<file path="src/rtl/noc_tree_down_router_if.sv">
// noc_tree_down_router_if: parent-side word input, child-side outputs and
// backpressure for one downward tree router node.
// Optional: NOC_DOWN_DROP_CNT_EN adds per-child overflow drop counters.
interface noc_tree_down_router_if #(
  parameter int unsigned word_width = 16
);
  logic [word_width-1:0] in;
  logic                  busy_1;
  logic                  busy_2;
  logic [word_width-1:0] out_1;
  logic [word_width-1:0] out_2;
  logic                  full;
  logic                  full_1;
  logic                  full_2;
`ifdef NOC_DOWN_DROP_CNT_EN
  logic [7:0]            drop_cnt_1;
  logic [7:0]            drop_cnt_2;

  modport master (
    output in, busy_1, busy_2,
    input  out_1, out_2, full, full_1, full_2, drop_cnt_1, drop_cnt_2
  );

  modport slave (
    input  in, busy_1, busy_2,
    output out_1, out_2, full, full_1, full_2, drop_cnt_1, drop_cnt_2
  );
`else
  modport master (
    output in, busy_1, busy_2,
    input  out_1, out_2, full, full_1, full_2
  );

  modport slave (
    input  in, busy_1, busy_2,
    output out_1, out_2, full, full_1, full_2
  );
`endif
endinterface

</file>
<file path="src/rtl/noc_tree_down_router.sv">
// noc_tree_down_router: routes each valid parent word to one of two child
// ports by a payload routing bit; each child has a FIFO and a registered,
// busy-aware output stage. Channels are fully independent.
// Optional: define NOC_DOWN_DROP_CNT_EN for saturating 8-bit overflow drop
// counters drop_cnt_1 / drop_cnt_2.
module noc_tree_down_router #(
  parameter int unsigned word_width     = 16,
  parameter int unsigned val_bit        = 1,
  parameter int unsigned log_buffer_len = 3,
  parameter int unsigned route_bit      = 0
) (
  input logic                   clk,
  input logic                   rst,
  noc_tree_down_router_if.slave bus
);

  localparam int unsigned PW    = word_width - val_bit;
  localparam int unsigned AW    = log_buffer_len;
  localparam int unsigned CW    = log_buffer_len + 1;
  localparam int unsigned DEPTH = 1 << log_buffer_len;

  localparam logic [1:0] IDLE  = 2'd0;
  localparam logic [1:0] SEND  = 2'd1;
  localparam logic [1:0] STALL = 2'd2;

  localparam logic [val_bit-1:0] VAL_ONES = '1;

  logic                  in_valid;
  logic                  in_route;
  logic [PW-1:0]         in_payload;
  logic [1:0]            busy;
  logic [word_width-1:0] out_w [2];
  logic [1:0]            full_w;

  assign in_valid   = bus.in[word_width-1];
  assign in_payload = bus.in[PW-1:0];
  assign in_route   = in_payload[route_bit];
  assign busy[0]    = bus.busy_1;
  assign busy[1]    = bus.busy_2;

  assign bus.out_1  = out_w[0];
  assign bus.out_2  = out_w[1];
  assign bus.full_1 = full_w[0];
  assign bus.full_2 = full_w[1];
  assign bus.full   = full_w[0] | full_w[1];

`ifdef NOC_DOWN_DROP_CNT_EN
  logic [7:0] drop_cnt_w [2];
  assign bus.drop_cnt_1 = drop_cnt_w[0];
  assign bus.drop_cnt_2 = drop_cnt_w[1];
`endif

  for (genvar ch = 0; ch < 2; ch++) begin : g_ch
    logic [PW-1:0]         mem [DEPTH];
    logic [AW-1:0]         wr_ptr;
    logic [AW-1:0]         rd_ptr;
    logic [CW-1:0]         count;
    logic [1:0]            state;
    logic [1:0]            state_nxt;
    logic [word_width-1:0] out_q;
    logic [word_width-1:0] out_nxt;
    logic                  push_req;
    logic                  push_ok;
    logic                  pop;
    logic                  empty;
    logic                  at_cap;

    assign push_req = in_valid && (in_route == 1'(ch));
    assign empty    = (count == '0);
    assign at_cap   = (count == CW'(DEPTH));
    // A full FIFO still accepts a push when a pop frees a slot the same cycle.
    assign push_ok  = push_req && (!at_cap || pop);

    assign full_w[ch] = (count >= CW'(DEPTH - 1));
    assign out_w[ch]  = out_q;

    // Channel FSM: decides pop and next output word.
    always_comb begin
      state_nxt = state;
      out_nxt   = out_q;
      pop       = 1'b0;
      case (state)
        IDLE: begin
          if (!empty) begin
            pop       = 1'b1;
            out_nxt   = {VAL_ONES, mem[rd_ptr]};
            state_nxt = SEND;
          end
        end
        SEND, STALL: begin
          if (busy[ch]) begin
            state_nxt = STALL;
          end else if (!empty) begin
            pop       = 1'b1;
            out_nxt   = {VAL_ONES, mem[rd_ptr]};
            state_nxt = SEND;
          end else begin
            out_nxt   = '0;
            state_nxt = IDLE;
          end
        end
        default: begin
          out_nxt   = '0;
          state_nxt = IDLE;
        end
      endcase
    end

    // FSM state and registered output word.
    always_ff @(posedge clk or posedge rst) begin
      if (rst) begin
        state <= IDLE;
        out_q <= '0;
      end else begin
        state <= state_nxt;
        out_q <= out_nxt;
      end
    end

    // FIFO pointers and occupancy.
    always_ff @(posedge clk or posedge rst) begin
      if (rst) begin
        wr_ptr <= '0;
        rd_ptr <= '0;
        count  <= '0;
      end else begin
        if (push_ok) wr_ptr <= wr_ptr + AW'(1);
        if (pop)     rd_ptr <= rd_ptr + AW'(1);
        if (push_ok && !pop)      count <= count + CW'(1);
        else if (!push_ok && pop) count <= count - CW'(1);
      end
    end

    // FIFO payload storage; validity is regenerated at the output.
    always_ff @(posedge clk) begin
      if (push_ok) mem[wr_ptr] <= in_payload;
    end

`ifdef NOC_DOWN_DROP_CNT_EN
    logic [7:0] drop_cnt;

    // Saturating count of pushes lost to overflow.
    always_ff @(posedge clk or posedge rst) begin
      if (rst) begin
        drop_cnt <= '0;
      end else if (push_req && !push_ok && (drop_cnt != 8'hFF)) begin
        drop_cnt <= drop_cnt + 8'd1;
      end
    end

    assign drop_cnt_w[ch] = drop_cnt;
`endif
  end

endmodule

</file>
<file path="src/flat_wrapper.sv">
// flat-port wrapper written by rule: the top's interface ports become plain ports
module noc_tree_down_router_flat 
#(
  parameter int unsigned word_width     = 16,
  parameter int unsigned val_bit        = 1,
  parameter int unsigned log_buffer_len = 3,
  parameter int unsigned route_bit      = 0
)
  (clk, rst, bus_in, bus_busy_1, bus_busy_2, bus_out_1, bus_out_2, bus_full, bus_full_1, bus_full_2);
  noc_tree_down_router_if #(.word_width(word_width)) bus_i ();
  input logic clk;
  input logic rst;
  input wire logic [$bits(bus_i.in)-1:0] bus_in;
  input wire logic [$bits(bus_i.busy_1)-1:0] bus_busy_1;
  input wire logic [$bits(bus_i.busy_2)-1:0] bus_busy_2;
  output wire logic [$bits(bus_i.out_1)-1:0] bus_out_1;
  output wire logic [$bits(bus_i.out_2)-1:0] bus_out_2;
  output wire logic [$bits(bus_i.full)-1:0] bus_full;
  output wire logic [$bits(bus_i.full_1)-1:0] bus_full_1;
  output wire logic [$bits(bus_i.full_2)-1:0] bus_full_2;
  assign bus_i.in = bus_in;
  assign bus_i.busy_1 = bus_busy_1;
  assign bus_i.busy_2 = bus_busy_2;
  assign bus_out_1 = bus_i.out_1;
  assign bus_out_2 = bus_i.out_2;
  assign bus_full = bus_i.full;
  assign bus_full_1 = bus_i.full_1;
  assign bus_full_2 = bus_i.full_2;
  noc_tree_down_router #(.word_width(word_width), .val_bit(val_bit), .log_buffer_len(log_buffer_len), .route_bit(route_bit)) u_core (.clk(clk), .rst(rst), .bus(bus_i));
endmodule
</file>
<file path="config.mk">
export PLATFORM = sky130hd
export DESIGN_NAME = noc_tree_down_router_flat
export DESIGN_NICKNAME = d
export VERILOG_FILES = /design/src/rtl/noc_tree_down_router_if.sv /design/src/rtl/noc_tree_down_router.sv /design/src/flat_wrapper.sv
export SDC_FILE = /design/constraint.sdc
export NUM_CORES = 1
export LEC_CHECK = 0
export CORE_UTILIZATION = 48
export DETAILED_ROUTE_END_ITERATION = 6
export PLACE_DENSITY = 0.66
export SYNTH_ARGS = -nofsm -noshare
export SYNTH_HDL_FRONTEND = slang
export SYNTH_SLANG_ARGS = --single-unit
</file>
<file path="constraint.sdc">
create_clock -name clk -period 8.03 [get_ports clk]
set_clock_uncertainty 0.05 [all_clocks]
set_input_delay 2.0075 -clock clk [delete_from_list [all_inputs] [get_ports clk]]
set_output_delay 2.0075 -clock clk [all_outputs]
set_load 0.005 [all_outputs]
</file>
==> impl_metrics.json <==
{
  "stdcell_area_sq_um": 13800,
  "cp.arrival_ns": 5.31,
  "clock_latency_ns": 0.54,
  "period_needed_ns": 4.95,
  "yosysTopAreaCellShare": 0.610,
  "portBuffers": 54,
  "synth_edf_count": 240,
  "dr.first_iter.drc_count": 382,
  "synth-async-reset-ratio": 0.189,
  "p_per_area_nw_per_um2": 359,
  "core_sq_um": 24200,
  "ios": 55,
  "rsz0062_at_grt": "no",
  "power_leakage_nw": 4.80,
  "tns_ns": 0,
  "synth_top_cell_by_area": "edfxtp_1",
  "dieArea_sq_um": 25200,
  "syn_nets": 606,
  "grt_pass1_wl_um": 35000,
  "first_pass_iters": 4,
  "wl_per_cell_um": 22.4,
  "cts_max_path_buffers": 3,
  "tightest_slew_ns": 1.17,
  "start_kind": "primary input",
  "die_y_um": 159,
  "syn_area_sq_um": 11800,
  "path_clk_slew_ns": 0.06,
  "final_common_cell": "edfxtp_1",
  "layout.nets": 681,
  "relSlewSlack": 0.214,
  "critical_path_class": "in2reg",
  "cts_setup_buffers": 0,
  "outcome": "finished, final reports clean",
  "layoutNonFillerInstCount": 990,
  "numCtsBuffers": 29,
  "cts.sink_count": 296,
  "hold_class": "reg2reg",
  "grt_pass1_vias": 6040,
  "ctsResizeCount": 0,
  "syn_to_final_growth_pct": 16.5,
  "gr-total-overflow": 0,
  "post-route-util": 0.567,
  "synth_seq_cells": 296,
  "slew_violations": 0,
  "hold_violations": 0,
  "antenna_found_initial": 0,
  "dieWidth_um": 159,
  "cts_tree": "built",
  "wl_um": 22200,
  "ys_seq_area_frac": 0.729,
  "fillers": 1804,
  "setup_viol": 0,
  "avgSynthCellArea_sq_um": 20.7,
  "final_cell_mix": "edfxtp_1 (240), dfrtp_1 (56), clkdlybuf4s50_1 (54), mux4_1 (41), mux2_2 (36)",
  "route.antenna.remaining_nets": 0,
  "num_antenna_cells": 0,
  "drc": 0,
  "required_ns": 8.39,
  "initial_utilization": 0.487,
  "peakVddDrop_mv": 0.142,
  "post-dp-hpwl_um": 13200,
  "drive_gt1_frac": 0.201,
  "placed_area_sq_um": 12800,
  "synthCells": 570,
  "grt_usage": 0.182,
  "holdBufCountCts": 0,
  "path_max_fanout": 19,
  "end_kind": "flop",
  "cap_viol_max_count": 0,
  "num_vias": 5695,
  "synth_cell_type_count": 41,
  "min_period_over_period": 0.617,
  "dominantRegCellSynth": "edfxtp_1",
  "h-tree-depth": 1,
  "max_freq_ghz": 0.202,
  "place_inst": 938,
  "yosys-top-cells-area": "edfxtp_1 (61%), dfrtp_1 (12%), mux4_1 (9.1%), mux4_2 (3.6%), mux2_2 (3.4%)",
  "viasPerCell": 5.75,
  "num_rows": 57,
  "yosys_warnings": 0,
  "gp_congestion": 0.718,
  "hold_ws_ns": 0.425,
  "grt_max_degree": 57,
  "cts_root_buf": "clkbuf_16"
}
## logic make-up (layout without fill, tap and decap cells)
kind of cell / after synthesis / in the layout / synth area share
xor gates and xnor gates: 12 / 12 / 0.00890
buffers and inverters: 37 / 133 / 0.0168
and+or+nand+nor: 50 / 50 / 0.0233
AOI/OAI and AO/OA: 62 / 62 / 0.0411
adders and majority gates: 16 / 16 / 0.0182
muxes: 97 / 97 / 0.163
DFF: 296 / 296 / 0.729
## metal layers
layer	vias up	global-route usage	share of wire
met1	3013	0.245	0.43
met5	-	0	0
met3	35	0.0269	0.040
li1	2529	-	-
met4	0	0.0524	0.017
met2	118	0.308	0.52
## metrics by stage
stage	total power, mW	worst slack [ns]
global route	5.19	2.85
CTS	5.00	3.08
floorplan	3.16	3.28
finish	4.94	3.08
detailed placement	3.65	2.49
global placement	3.57	2.65
## report_power, final
| group | switching (mW) | total [mW] | leakage, nW | internal (mW) |
|---|---|---|---|---|
| Combinational | 0.716 | 1.52 | 1.48 | 0.800 |
| Sequential | 0.183 | 2.08 | 2.87 | 1.89 |
| Clock | 0.551 | 1.34 | 0.449 | 0.792 |
## path summary, 6_finish.rpt
check	slack (ns)	start	to	cells past startpoint
max in group asynchronous	5.46	rst	u_core.bus.out_1[12]$_DFFE_PP0P_	3
worst min register to register	0.42	u_core.bus.out_2[15]$_DFFE_PP0P_	u_core.bus.out_2[15]$_DFFE_PP0P_	1
worst min-delay path	0.42	u_core.bus.out_2[15]$_DFFE_PP0P_	u_core.bus.out_2[15]$_DFFE_PP0P_	1
worst max register to register	4.40	u_core.g_ch[1].state[0]$_DFFE_PP0N_	u_core.g_ch[1].count[3]$_DFFE_PP0P_	13
worst max-delay path	3.08	bus_in[0]	u_core.g_ch[1].count[3]$_DFFE_PP0P_	10
min in group asynchronous	1.97	rst	u_core.g_ch[1].count[0]$_DFFE_PP0P_	3
## flip-flops by register name, summed over array words and instances, names as in the netlist
| signal | flops |
|---|---|
| u_core.g_ch.state | 4 |
| u_core.g_ch.wr_ptr | 6 |
| u_core.bus.out_1 | 16 |
| u_core.g_ch.count | 8 |
| u_core.bus.out_2 | 16 |
| u_core.g_ch.rd_ptr | 6 |
| u_core.g_ch.mem | 240 |
## synthesized netlist by cell type (8+ instances only)
master / count
a22o_1: 30
mux4_1: 41
xnor2_1: 10
dfrtp_1: 56
mux2_2: 36
nor3_1: 12
ha_1: 14
clkbuf_1: 8
mux4_2: 19
nand2_1: 14
inv_1: 14
edfxtp_1: 240
## critical path: stages
cell and delay, ns:
clkdlybuf4s50_1 0.92, o211ai_2 0.47, inv_1 0.25, ha_1 0.22, inv_1 0.12, ha_1 0.31, a21o_1 0.20, a2111oi_0 0.39
a31oi_1 0.07, a221o_1 0.34
## layout make-up
type / instances / area [sq um] / share of cell area
Sequential cell: 296 / 8610 / 0.626
Multi-Input combinational cell: 237 / 3110 / 0.226
Clock buffer: 36 / 752 / 0.0546
Timing Repair Buffer: 67 / 638 / 0.0464
Clock inverter: 16 / 190 / 0.0138
Inverter: 14 / 52.6 / 0.00382
Tap cell: 324 / 405 / 0.0295
Note: power is estimated with default switching activity, not from simulation.
